[src/rtl/fetch_stage.sv]
// Instruction fetch stage: PC register, instruction-memory request FSM and IF/ID register.
// Optional FETCH_MISALIGN_CHK_EN: force redirect targets word-aligned and raise sticky MisalignF.
//
// state | meaning
// FETCH | request outstanding to PCF
// HOLD  | word received while decode stalled, held in one-entry buffer
// DROP  | wrong-path request outstanding, its response is discarded
module fetch_stage (
  input  logic        clk,
  input  logic        rst_n,
  input  logic        StallD,
  input  logic        FlushD,
  input  logic        PCSrcE,
  input  logic [31:0] PCTargetE,
  output logic        ImemReq,
  output logic [31:0] ImemAddr,
  input  logic [31:0] ImemRdata,
  input  logic        ImemValid,
  output logic [31:0] InstrD,
  output logic [31:0] PCD,
  output logic [31:0] PCPlus4D,
  output logic        ValidD,
  output logic        MisalignF
);

  localparam logic [31:0] NOP = 32'h0000_0013;

  typedef enum logic [1:0] {FETCH, HOLD, DROP} state_t;

  state_t      r_state;
  logic [31:0] r_pcf;
  logic [31:0] r_req_addr;
  logic        r_req;
  logic [31:0] r_buf_instr;
  logic [31:0] r_buf_pc;

  logic        w_done;
  logic [31:0] w_tgt;
  logic        w_load_valid;
  logic [31:0] w_load_instr;
  logic [31:0] w_load_pc;

  assign w_done = r_req & ImemValid;

`ifdef FETCH_MISALIGN_CHK_EN
  logic r_misalign;

  assign w_tgt     = {PCTargetE[31:2], 2'b00};
  assign MisalignF = r_misalign;

  always_ff @(posedge clk or negedge rst_n) begin
    if (!rst_n)
      r_misalign <= 1'b0;
    else if (PCSrcE && (PCTargetE[1:0] != 2'b00))
      r_misalign <= 1'b1;
  end
`else
  assign w_tgt     = PCTargetE;
  assign MisalignF = 1'b0;
`endif

  // A word may enter IF/ID only from a live FETCH completion or from the buffer,
  // and never in a cycle that redirects.
  assign w_load_valid = !PCSrcE && ((r_state == FETCH && w_done) || r_state == HOLD);
  assign w_load_instr = (r_state == HOLD) ? r_buf_instr : ImemRdata;
  assign w_load_pc    = (r_state == HOLD) ? r_buf_pc : r_req_addr;

  assign ImemReq  = r_req;
  assign ImemAddr = r_req_addr;

  always_ff @(posedge clk or negedge rst_n) begin
    if (!rst_n) begin
      r_state     <= FETCH;
      r_pcf       <= 32'h0;
      r_req_addr  <= 32'h0;
      r_req       <= 1'b0;
      r_buf_instr <= 32'h0;
      r_buf_pc    <= 32'h0;
    end else begin
      case (r_state)
        FETCH: begin
          if (!r_req) begin
            // first cycle out of reset: issue the request to PCF
            r_req <= 1'b1;
            if (PCSrcE) begin
              r_pcf      <= w_tgt;
              r_req_addr <= w_tgt;
            end else begin
              r_req_addr <= r_pcf;
            end
          end else if (w_done) begin
            if (PCSrcE) begin
              r_pcf      <= w_tgt;
              r_req_addr <= w_tgt;
            end else if (StallD) begin
              r_buf_instr <= ImemRdata;
              r_buf_pc    <= r_req_addr;
              r_pcf       <= r_pcf + 32'd4;
              r_req       <= 1'b0;
              r_state     <= HOLD;
            end else begin
              r_pcf      <= r_pcf + 32'd4;
              r_req_addr <= r_pcf + 32'd4;
            end
          end else if (PCSrcE) begin
            r_pcf   <= w_tgt;
            r_state <= DROP;
          end
        end
        HOLD: begin
          if (PCSrcE) begin
            r_pcf      <= w_tgt;
            r_req_addr <= w_tgt;
            r_req      <= 1'b1;
            r_state    <= FETCH;
          end else if (!StallD) begin
            r_req_addr <= r_pcf;
            r_req      <= 1'b1;
            r_state    <= FETCH;
          end
        end
        DROP: begin
          if (PCSrcE)
            r_pcf <= w_tgt;
          if (w_done) begin
            r_req_addr <= PCSrcE ? w_tgt : r_pcf;
            r_state    <= FETCH;
          end
        end
        default: r_state <= FETCH;
      endcase
    end
  end

  // IF/ID register: flush beats stall beats load; no word means a bubble
  always_ff @(posedge clk or negedge rst_n) begin
    if (!rst_n) begin
      InstrD   <= NOP;
      PCD      <= 32'h0;
      PCPlus4D <= 32'h0;
      ValidD   <= 1'b0;
    end else if (FlushD) begin
      InstrD <= NOP;
      ValidD <= 1'b0;
    end else if (!StallD) begin
      if (w_load_valid) begin
        InstrD   <= w_load_instr;
        PCD      <= w_load_pc;
        PCPlus4D <= w_load_pc + 32'd4;
        ValidD   <= 1'b1;
      end else begin
        InstrD <= NOP;
        ValidD <= 1'b0;
      end
    end
  end

endmodule

[config.mk]
export PLATFORM = sky130hd
export DESIGN_NAME = fetch_stage
export DESIGN_NICKNAME = d
export VERILOG_FILES = /design/src/rtl/fetch_stage.sv
export SDC_FILE = /design/constraint.sdc
export NUM_CORES = 1
export LEC_CHECK = 0
export ABC_AREA = 0
export BUFFER_PORTS_ARGS = -buffer_cell sky130_fd_sc_hd__buf_2
export CORE_AREA = 8 8 159 236
export DETAILED_ROUTE_END_ITERATION = 12
export DIE_AREA = 0 0 167 244
export SLEW_MARGIN = 20
export SYNTH_ARGS = -nofsm -noshare
export SYNTH_HDL_FRONTEND = slang
export SYNTH_SLANG_ARGS = --single-unit
[constraint.sdc]
create_clock -name clk -period 7.9 [get_ports clk]
set_input_delay 0.395 -clock clk [delete_from_list [all_inputs] [get_ports clk]]
set_output_delay 0.395 -clock clk [all_outputs]
set_load 0.02 [all_outputs]
---- Word-level counts from Yosys, hierarchy flattened ----
Cells that the tools add are included.
word-level totals
  register bits after elaboration ......... 228
  output and inout bits ................... 131
  input port bits ......................... 70
operators by class
  bitwise operators ....................... 4
  equality and inequality tests ........... 11
  mux-type cells .......................... 37
  reduce and logical (&&, ||, !) cells .... 14
  add/sub/neg operators ................... 2
operators by type and width
  kind                   number
  $mux 32                16
  $pmux 32 s3            1
  $add 32x3->32 const B  2
  $pmux 32 s2            1
  $mux 2                 8
  $ne 3x3->1 const B     5
  $reduce_and 5->1       2
  $mux 1                 9
  $pmux 2 s3             1
  $reduce_and 6->1       1
  $ne 2x2->1 const B     2
  $ne 4x4->1 const B     1
  $reduce_bool 2->1      2
  $not 1->1              3
  $reduce_and 3->1       1
  $reduce_bool 3->1      1
  $eq 2x1->1 const B     1
  $eq 2x2->1 const B     1
  $logic_and 1x1->1      2
  $logic_not 2->1        1
  $ne 2x1->1 const B     1
  $pmux 1 s2             1
  $reduce_and 2->1       1
  $reduce_or 2->1        1
  3 further kinds        3

---- Longest topological paths before layout ----
  depth after elaboration ................. 7
  gate-level depth with buffers ........... 13

---- Least setup slack after synthesis ----
No wires, ideal clock.
  kind .................................... register to register
  start ................................... register r_state[1]
  end ..................................... register PCPlus4D[26]
  setup time .............................. 0.069 ns
  period minus slack after synthesis ...... 2.960 ns
  cell stages (with the launch flop) ...... 14
  arrival ................................. 2.892 ns
  buffers on the path ..................... 4
  slack ................................... 4.940 ns
  path through ............................ dfrtp_1 -> inv_1 -> ha_1 -> buf_6 -> buf_4 -> buf_4 -> clkbuf_1 -> mux2_2 -> ha_1 -> inv_1 -> nor4_4 -> nand4_2 -> or4b_1 -> nand3_1
on the way
  elaborated cells on any way between the ends .. 8
RTL lines
  what                    line  text
  from (decl)             30    state_t r_state;
  from (signal assigned)  73    r_state <= FETCH;
  from (signal assigned)  100   r_state <= HOLD;
  from (signal assigned)  107   r_state <= DROP;
  $eq 2x1->1              66    assign w_load_pc = (r_state == HOLD) ? r_buf_pc : r_req_addr;
  $mux 32                 66
  via w_load_pc[3]        41    logic [31:0] w_load_pc;
  $add 32x3->32           149   PCPlus4D <= w_load_pc + 32'd4;
  to (signal assigned)    149
  to (decl)               21    output logic [31:0] PCPlus4D,
The timed path passes the listed nets, and every way through them passes these cells.
A chain may end at the register's enable or synchronous reset.

---- Worst setup path after layout ----
  start ................................... register r_state[1]
  end ..................................... register PCPlus4D[29]
on the way
  longest elaborated chain between the ends .. 5
  elaborated cells on any way between the ends .. 8
ends and longest elaborated chain
  what
  parallel branches: the longest is 5 deep, another holds $add 32x3->32
Several ways; the timed one is not identified.

==> results.cfg <==
[die]
die_y_um = 244
start_util_pct = 34.6
dieWidth_um = 167
coreArea_mm2 = 0.0340
fp-row-count = 83
dieArea_mm2 = 0.0407
num_io_pins = 201

[route]
vias_per_cell = 5.31
finalWirelength_um = 33300
dr_wl_met3_um = 1650
drc_errors = 0
wl_met1_um = 13700
dr_wl_met2_um = 17000
vias = 9321
dr.pass1.iters = 5
drtIter0Drc = 616
wl_per_cell_um = 19.0
antenna_left = 0
highest_layer = met5

[worst_setup_path]
reg2reg_to = PCPlus4D[29]$_DFFE_PN0P_
reg2reg_slack_ns = 4.23
crit_arrival_ns = 4.12
r2r-start = r_state[1]$_DFFE_PN0P_
required_ns = 8.35
worstSetupPathType = flop to flop
r2r_cells = 9
crit_fanout = 63
crit_path_end = PCPlus4D[29]$_DFFE_PN0P_
critPathLaunchType = flop
startpoint = r_state[1]$_DFFE_PN0P_
end_kind = flop

[clock_network]
clock-sinks = 226
postCtsSetupRepairBufs = 0
cts-buffers-inserted = 23
cts-root-buf = clkbuf_16
clockBufferDepth = 3
hold_buffers = 1
cts.reportedPaths.clkPinSlew_ns = 0.06
cts_tree = yes
ctsHtreeMaxLevel = 1
clkLatencyLatePin_ns = 0.53
post_cts_resized = 0

[worst_hold_path]
min_from = ImemRdata[12]
hold_class = input pin to flop

[global_routing]
grt_antenna_before_repair = 3
grt_max_degree = 118
grt_pass1_vias = 9310
gr-total-overflow = 0
grt_pass1_wl_um = 52800
track_usage_pct = 16.0

[timing]
setup_viol_count_final = 0
setup_ws_ns = 4.23
fin_tns_setup_ns = 0
relSlewSlack_pct = 30.1
fin_crit_sh_pct = 46.4
max_clock_freq_mhz = 273
fin_hold_ws_ns = 0.120
slew_viol_final = 0
skew_ns = 0.0138
finalCriticalPeriod_ns = 3.67
finalHoldViolCount = 0
rsz0062_at_grt = false
worstMarginPinSlew_ns = 1.04

[pwr]
power.leakage_nw = 6.28
pwr-share-clk_pct = 24.1
swShare_pct = 40.1
switchingPower_mw = 2.11
ir_worst_vdd_mv = 0.159
pwr-share-comb_pct = 36.2
cellPowerDensity_mw_per_mm2 = 378
p_int_mw = 3.15
power_frac_seq_pct = 39.7

[status]
outcome = finished, final reports clean

[job]
max_cap_violations = 0

[logic_synthesis]
syn-num-nets = 1232
yosysTopAreaCell = dfrtp_1
seq_area_frac_synth_pct = 48.2
synth_edf_count = 0
yosys_warnings = 0
synth_seq_cells = 226
ys_async_sr_fraction_pct = 100
netlist.area_leader.share_pct = 47.5
ys.flop_type = dfrtp_1
netlist_area_mm2 = 0.0118
yosysUniqueCellTypes = 72
synth_area_per_cell_um2 = 10.2
synthTopCellsByArea = dfrtp_1, mux2_2, mux2i_1
synth_cells = 1155

[final_layout]
nFillCells = 3333
ff_latch_area_mm2 = 0.00566
layout-drive-gt1-share_pct = 27.7
area_growth_pct = 18.5
finalNetCount = 1391
layout.cells.non_filler = 1757
final_cell_area_mm2 = 0.0139
multi_input_comb_area_mm2 = 0.00565

[placement]
place_congestion = 0.850
dpl_cell_area_mm2 = 0.0130
dp.cells = 1713
pre_cts_slack_ns = 4.21
hpwl_um = 24700
port_buffers = 199
==> worst max-delay path, cell delays in order, from the launching register on <==
cell,delay (ns)
dfrtp_1,0.41
inv_1,0.14
ha_4,0.52
buf_4,0.78
nand3_1,0.31
a222oi_1,0.41
buf_4,0.24
nand4_1,0.28
or3_1,0.40
nand3_1,0.08
==> Yosys cell counts (all sizes together), types with 4 or more instances <==
master,count
a211oi,8
a21o,9
a21oi,37
a22oi,14
a2bb2oi,4
a31oi,10
a32oi,9
and2,6
and3,12
buf,43
clkbuf,38
dfrtp,223
ha,7
inv,17
mux2,89
mux2i,78
nand2,162
nand2b,9
nand3,41
nand3b,5
nand4,22
nand4b,9
nor2,40
nor2b,13
nor3,16
nor4,5
o211ai,4
o21ai,134
o21bai,5
o311ai,6
o31ai,12
or3,4
or4,8
xnor2,13
xor2,10
==> flip-flops by register name, indices dropped and copies added, names as in the netlist <==
| signal | count |
|---|---|
| r_pcf | 32 |
| ImemAddr | 32 |
| InstrD | 32 |
| ValidD | 1 |
| PCD | 32 |
| r_state | 2 |
| r_buf_pc | 32 |
| PCPlus4D | 30 |
| ImemReq | 1 |
| r_buf_instr | 32 |
==> logic make-up after synthesis <==
family | Yosys count | synth area share, %
AND/OR/NAND/NOR | 358 | 15.7
AO/OA/AOI/OAI | 275 | 14.5
flip-flops | 226 | 48.2
multiplexers | 167 | 15.2
buffers and inverters | 98 | 3.99
XOR/XNOR | 23 | 1.71
adder cells (fa/ha/maj) | 7 | 0.745
other | 1 | 0.0319
==> worst min path at each step <==
stage / cells past startpoint / slack [ns] / end
final: 2 / 0.12 / r_buf_instr[12]$_DFFE_PN0P_
after global routing: 2 / 0.11 / r_buf_instr[8]$_DFFE_PN0P_
after CTS: 2 / 0.1 / r_buf_instr[16]$_DFFE_PN0P_
after detailed placement: 2 / 0.47 / InstrD[19]$_DFFE_PN0P_
after global placement: 2 / 0.46 / InstrD[5]$_DFFE_PN0P_
after floorplan: 0 / 0.1 / ImemAddr[0]$_DFFE_PN0P_
==> layer usage <==
layer  up-vias  global-route usage, %
li1       4490                      -
met1      4540                   18.7
met2       229                   28.6
met3        58                   3.00
met4         4                   5.79
met5         -                      0
==> metrics by stage <==
stage                     utilization, %  power, mW
after floorplan                        -       3.33
after global placement              38.4       4.00
after detailed placement            38.4       4.05
after CTS                           41.0       5.34
after global routing                41.0       5.59
final                               41.0       5.27
==> final cells by class <==
class | count | share of cell area [%]
Timing Repair Buffer | 215 | 8.11
Antenna cell | 1 | 0.0180
Clock inverter | 15 | 1.89
Inverter | 17 | 0.458
Tap cell | 425 | 3.82
Clock buffer | 27 | 4.46
Multi-Input combinational cell | 831 | 40.6
Sequential cell | 226 | 40.7
==> power by group through the flow <==
stage               Clock, mW  Sequential, mW  Combinational, mW
floorplan                   0            2.21               1.12
CTS                      1.31            2.09               1.94
global placement            0            2.10               1.90
detailed placement          0            2.12               1.93
finish                   1.27            2.09               1.90
global route             1.35            2.16               2.08
==> placed cells by master (no fill, tap or decap), drive strengths merged, types with 5 or more instances in the layout <==
master	synthesis	layout
nand2b	9	9
o21bai	5	5
nand3	41	41
dfrtp	223	223
nand4b	9	9
o31ai	12	12
a211oi	8	8
mux2i	78	78
nor3	16	16
nand4	22	22
bufinv	0	7
ha	7	7
nand2	162	162
clkinv	0	5
xnor2	13	13
and2	6	6
or4	8	8
a31oi	10	10
clkbuf	38	27
mux2	89	89
a32oi	9	9
nor2	40	40
o311ai	6	6
a21o	9	9
and3	12	12
xor2	10	10
o21ai	134	134
buf	43	214
nand3b	5	5
nor2b	13	13
inv	17	18
nor4	5	5
a22oi	14	14
a21oi	37	37
Power figures use the tool's default switching activity.
